$ cat src/rtl/dmem_arbiter.sv
// dmem_arbiter: shares the data-memory port between the CPU load/store path
// and a DMA master. The CPU has priority; DMA gets bounded locked bursts and
// pre-empts the CPU after STARVE_LIMIT consecutive refusals.
module dmem_arbiter #(
    parameter int unsigned ADDR_BIT     = 8,
    parameter int unsigned MAX_BURST    = 16,
    parameter int unsigned STARVE_LIMIT = 4
) (
    input  logic                clk,
    input  logic                reset,
    input  logic                cpu_req,
    input  logic                cpu_we,
    input  logic [31:0]         cpu_addr,
    input  logic [31:0]         cpu_wdata,
    output logic [31:0]         cpu_rdata,
    output logic                cpu_stall,
    input  logic                dma_req,
    input  logic                dma_we,
    input  logic [ADDR_BIT-1:0] dma_addr,
    input  logic [31:0]         dma_wdata,
    input  logic                dma_last,
    output logic                dma_gnt,
    output logic                dma_rvalid,
    output logic [31:0]         dma_rdata,
    output logic                mem_we,
    output logic [ADDR_BIT-1:0] mem_addr,
    output logic [31:0]         mem_wdata,
    input  logic [31:0]         mem_rdata,
    output logic                busy
);

    localparam int unsigned BW = $clog2(MAX_BURST + 1);
    localparam int unsigned SW = $clog2(STARVE_LIMIT + 1);

    typedef enum logic [0:0] {
        S_CPU = 1'b0,
        S_DMA = 1'b1
    } state_t;

    state_t          state;
    logic [BW-1:0]   beat_cnt;
    logic [SW-1:0]   starve_cnt;
    logic            dma_serve_c;
    logic            cpu_serve_c;
    logic            burst_end_c;
    logic            unused_addr_bits;

    // Byte-offset and upper address bits are decoded upstream.
    assign unused_addr_bits = ^{cpu_addr[31:ADDR_BIT+2], cpu_addr[1:0]};

    assign busy = (state == S_DMA);

    // Decide who owns the port this cycle; nobody while reset is held.
    always_comb begin
        dma_serve_c = 1'b0;
        cpu_serve_c = 1'b0;
        if (reset) begin
            if (state == S_CPU) begin
                dma_serve_c = dma_req && (!cpu_req || (starve_cnt == SW'(STARVE_LIMIT)));
            end else begin
                dma_serve_c = dma_req;
            end
            cpu_serve_c = cpu_req && !dma_serve_c;
        end
    end

    // Steer the memory port and the requester handshakes from the owner.
    always_comb begin
        mem_we    = 1'b0;
        mem_addr  = '0;
        mem_wdata = '0;
        cpu_rdata = '0;
        cpu_stall = 1'b0;
        dma_gnt   = 1'b0;
        if (dma_serve_c) begin
            mem_we    = dma_we;
            mem_addr  = dma_addr;
            mem_wdata = dma_wdata;
            dma_gnt   = 1'b1;
            cpu_stall = cpu_req;
        end else if (cpu_serve_c) begin
            mem_we    = cpu_we;
            mem_addr  = cpu_addr[ADDR_BIT+1:2];
            mem_wdata = cpu_wdata;
            cpu_rdata = mem_rdata;
        end
    end

    // A granted beat in S_DMA closes the burst on dma_last or the beat cap.
    assign burst_end_c = dma_last || ((beat_cnt + BW'(1)) == BW'(MAX_BURST));

    // Burst state, beat/starvation counters and registered DMA read data.
    always_ff @(posedge clk) begin
        if (!reset) begin
            state      <= S_CPU;
            beat_cnt   <= '0;
            starve_cnt <= '0;
            dma_rvalid <= 1'b0;
            dma_rdata  <= '0;
        end else begin
            dma_rvalid <= dma_serve_c && !dma_we;
            if (dma_serve_c && !dma_we) begin
                dma_rdata <= mem_rdata;
            end

            if (!dma_req || dma_serve_c) begin
                starve_cnt <= '0;
            end else if ((state == S_CPU) && (starve_cnt != SW'(STARVE_LIMIT))) begin
                starve_cnt <= starve_cnt + SW'(1);
            end

            case (state)
                S_CPU: begin
                    if (dma_serve_c && !dma_last && (MAX_BURST > 1)) begin
                        state    <= S_DMA;
                        beat_cnt <= BW'(1);
                    end
                end
                S_DMA: begin
                    if (!dma_req || burst_end_c) begin
                        state    <= S_CPU;
                        beat_cnt <= '0;
                    end else begin
                        beat_cnt <= beat_cnt + BW'(1);
                    end
                end
                default: begin
                    state    <= S_CPU;
                    beat_cnt <= '0;
                end
            endcase
        end
    end

endmodule

$ cat config.mk
export PLATFORM = sky130hd
export DESIGN_NAME = dmem_arbiter
export DESIGN_NICKNAME = d
export VERILOG_FILES = /design/src/rtl/dmem_arbiter.sv
export SDC_FILE = /design/constraint.sdc
export NUM_CORES = 1
export LEC_CHECK = 0
export ABC_AREA = 1
export ABC_CLOCK_PERIOD_IN_PS = 4500
export BUFFER_PORTS_ARGS = -buffer_cell sky130_fd_sc_hd__buf_2
export CORE_ASPECT_RATIO = 1.2
export CORE_MARGIN = 10
export CORE_UTILIZATION = 39
export CTS_CLUSTER_SIZE = 24
export DETAILED_ROUTE_END_ITERATION = 6
export GPL_TIMING_DRIVEN = 0
export PLACE_DENSITY_LB_ADDON = 0.05
export SYNTH_ARGS = -nofsm -noshare
export SYNTH_HDL_FRONTEND = slang
export SYNTH_SLANG_ARGS = --single-unit
$ cat constraint.sdc
create_clock -name clk -period 4.5 [get_ports clk]
set_clock_uncertainty 0.2 [all_clocks]
set_input_delay 0.45 -clock clk [delete_from_list [all_inputs] [get_ports clk]]
set_output_delay 0.45 -clock clk [all_outputs]
set_load 0.1 [all_outputs]
==> results.toml <==
[synthesis]
synth_async_sr_flop_share = 0
ys_types = 21
synth_nets = 563
ys_ff_latch = 42
synth_cells = 417
synth_most_common_cell = "nand2_1"
synthTopCellsByArea = "dfxtp_1, nand2_1, inv_1"
syn_avg_cell_area_sq_um = 5.93
synth_edf_count = 0
synth_top_area_cell = "dfxtp_1"
yosysWarningCount = 0
synth_top_cells_by_count = "nand2_1, inv_1, dfxtp_1, o21ai_0, nor2_1"
synthFlopType = "dfxtp_1"
ys_seq_area_frac = 0.340
syn_area_sq_mm = 0.00247
synth_top_cell_area_share = 0.340

[drt]
drt_iter0_markers = 127
wl_per_cell_microns = 14.5
drcViolationCount = 0
drtPass1Iterations = 4
viasPerCell = 4.49
drtAntennaViolNets = 0
finalWirelength_mm = 10.7
via_count = 3299

[finish]
final_util = 0.625
layout.cells.non_filler = 734
drive_above_1_share = 0.391
num_antenna_cells = 0
syn2layout_area_growth_pct = 53.9
nets = 797
nFillCells = 644

[clocking]
cts_hold_buffers = 0
cts.sinks = 42
path_clk_slew_ps = 80
clk_latency_ps = 300
cts_buffers = 5
cts_htree_levels = 2
cts_tree = "done"
root_buffer = "clkbuf_8"
ctsResizeCount = 0
post_cts_buffers = 0
cts_buffer_depth = 2

[sta]
slew_violations = 0
setup_tns_ps = 0
relSlewSlack = 0.657
fin_crit_ps = 3090
min_period_over_period = 0.687
hold_violations = 0
clock.fmax_ghz = 0.323
setup_violations = 0
worst_pin_slew_ps = 519
rsz0062_at_grt = "no"

[place]
io_buffer_count = 227
hpwlAfterDp_mm = 9.08
placedCellCount = 726
gp_congestion = 0.897

[grt]
grt_pass1_wl_mm = 16.8
grt_usage = 0.205
grt_max_degree = 14
grt_pass1_vias = 3357
overflow = 0
antenna_found_initial = 0

[worst_setup_path]
worstPathRequired_ps = 3850
crit_cells = 9
arrival_ps = 2440
critPathMostFrequentCell = "nand2_1"
cp_cell_sequence = "inv_1, ha_1, nand2_1, nand2_1, nand2_1, nand3_2, clkbuf_1, o21ai_0, buf_2"
crit_family = "buffers and inverters"
cp-end-kind = "primary output"
path_max_fanout = 10
worst-path-buf-inv = 3
path_class = "flop to primary output"
start_kind = "flop"
r2r_cells = 10
cpMaxStageDelayCell = "buf_2"
slowest_delay_ps = 480

[run_status]
status = "finished clean"

[die]
initial_utilization = 0.406
core-area_sq_mm = 0.00609
fp.dieW_microns = 92.7
io_pins = 252
row_count = 31
design.die.area_sq_mm = 0.00995
die_h_microns = 107

[pwr]
power_density_mw_per_mm2 = 302
leakagePower_nw = 2.31
total_power_mw = 1.15
vdd_ir_drop_max_mv = 0.137

[hold_path]
hold_path.class = "input pin to flop"
hold_depth = 3

[job]
max_cap_violations = 0
-- path summary, 6_finish.rpt --
kind	start	slack (ps)	endpoint
worst min register to register	starve_cnt[0]$_SDFFE_PP0P_	260	starve_cnt[0]$_SDFFE_PP0P_
worst min-delay path	mem_rdata[30]	200	dma_rdata[30]$_SDFFE_PN0P_
worst max register to register	starve_cnt[0]$_SDFFE_PP0P_	2680	dma_rdata[19]$_SDFFE_PN0P_
worst max-delay path	starve_cnt[0]$_SDFFE_PP0P_	1410	mem_wdata[29]
-- worst reg2reg max path: cells and delay by family (launching register included) --
family	cells	cell delay (ps)
fa+ha+maj	1	180
flops	1	360
simple gates	5	530
buf+inv	3	340
compound gates	1	140
-- flip-flops by register name, summed over array words and instances (netlist names) --
register / cells
starve_cnt: 3
beat_cnt: 5
busy: 1
dma_rvalid: 1
dma_rdata: 32
-- metrics by stage --
| stage | hold slack, ps | area [sq um] | setup WS [ps] |
|---|---|---|---|
| 5_1_grt | 195 | 3810 | 1210 |
| 3_3_place_gp | 244 | 3710 | 1720 |
| 6_report | 200 | 3810 | 1410 |
| 4_1_cts | 198 | 3810 | 1330 |
| 3_5_place_dp | 251 | 3710 | 1650 |
| 2_1_floorplan | 228 | 2470 | 309 |
-- cell type report --
cell class	count	area, sq um	area share
Tap cell	82	103	0.0269
Buffer	20	109	0.0286
Sequential cell	42	841	0.221
Multi-Input combinational cell	266	1180	0.310
Clock inverter	2	12.5	0.00329
Clock buffer	6	82.6	0.0217
Timing Repair Buffer	227	1140	0.298
Inverter	89	344	0.0903
-- layer usage --
metal | track usage | vias up | wire length (microns) | part of all wire
met5 | 0 | - | 0 | 0
met4 | 0.0475 | 0 | 132 | 0.012
met3 | 0.0879 | 10 | 1130 | 0.11
met2 | 0.370 | 147 | 5410 | 0.51
met1 | 0.215 | 1413 | 3990 | 0.37
li1 | - | 1729 | - | -
-- cell usage in the layout (no fill, tap or decap), types with 2 or more instances in the layout --
cell	count
inv_4	2
clkbuf_8	6
inv_1	85
nand2_1	123
o21ai_0	42
nand3_2	2
dfxtp_1	42
nand4_1	4
buf_6	3
a21oi_1	38
nor2_1	39
nand3_1	10
clkbuf_1	8
buf_2	236
ha_1	3
-- power by group --
group          total, mW  switching, mW  leakage (nW)  internal [mW]
clock              0.254          0.131        0.0472          0.123
sequential         0.385        0.00501         0.340          0.380
combinational      0.512          0.420          1.92         0.0917
-- kinds of logic after synthesis --
group,count (synthesis),share of synthesized area
simple gates,181,0.293
buf+inv,109,0.183
fa+ha+maj,3,0.0152
compound gates,81,0.164
mux,1,0.00455
flops,42,0.340
Power figures use the tool's default switching activity.
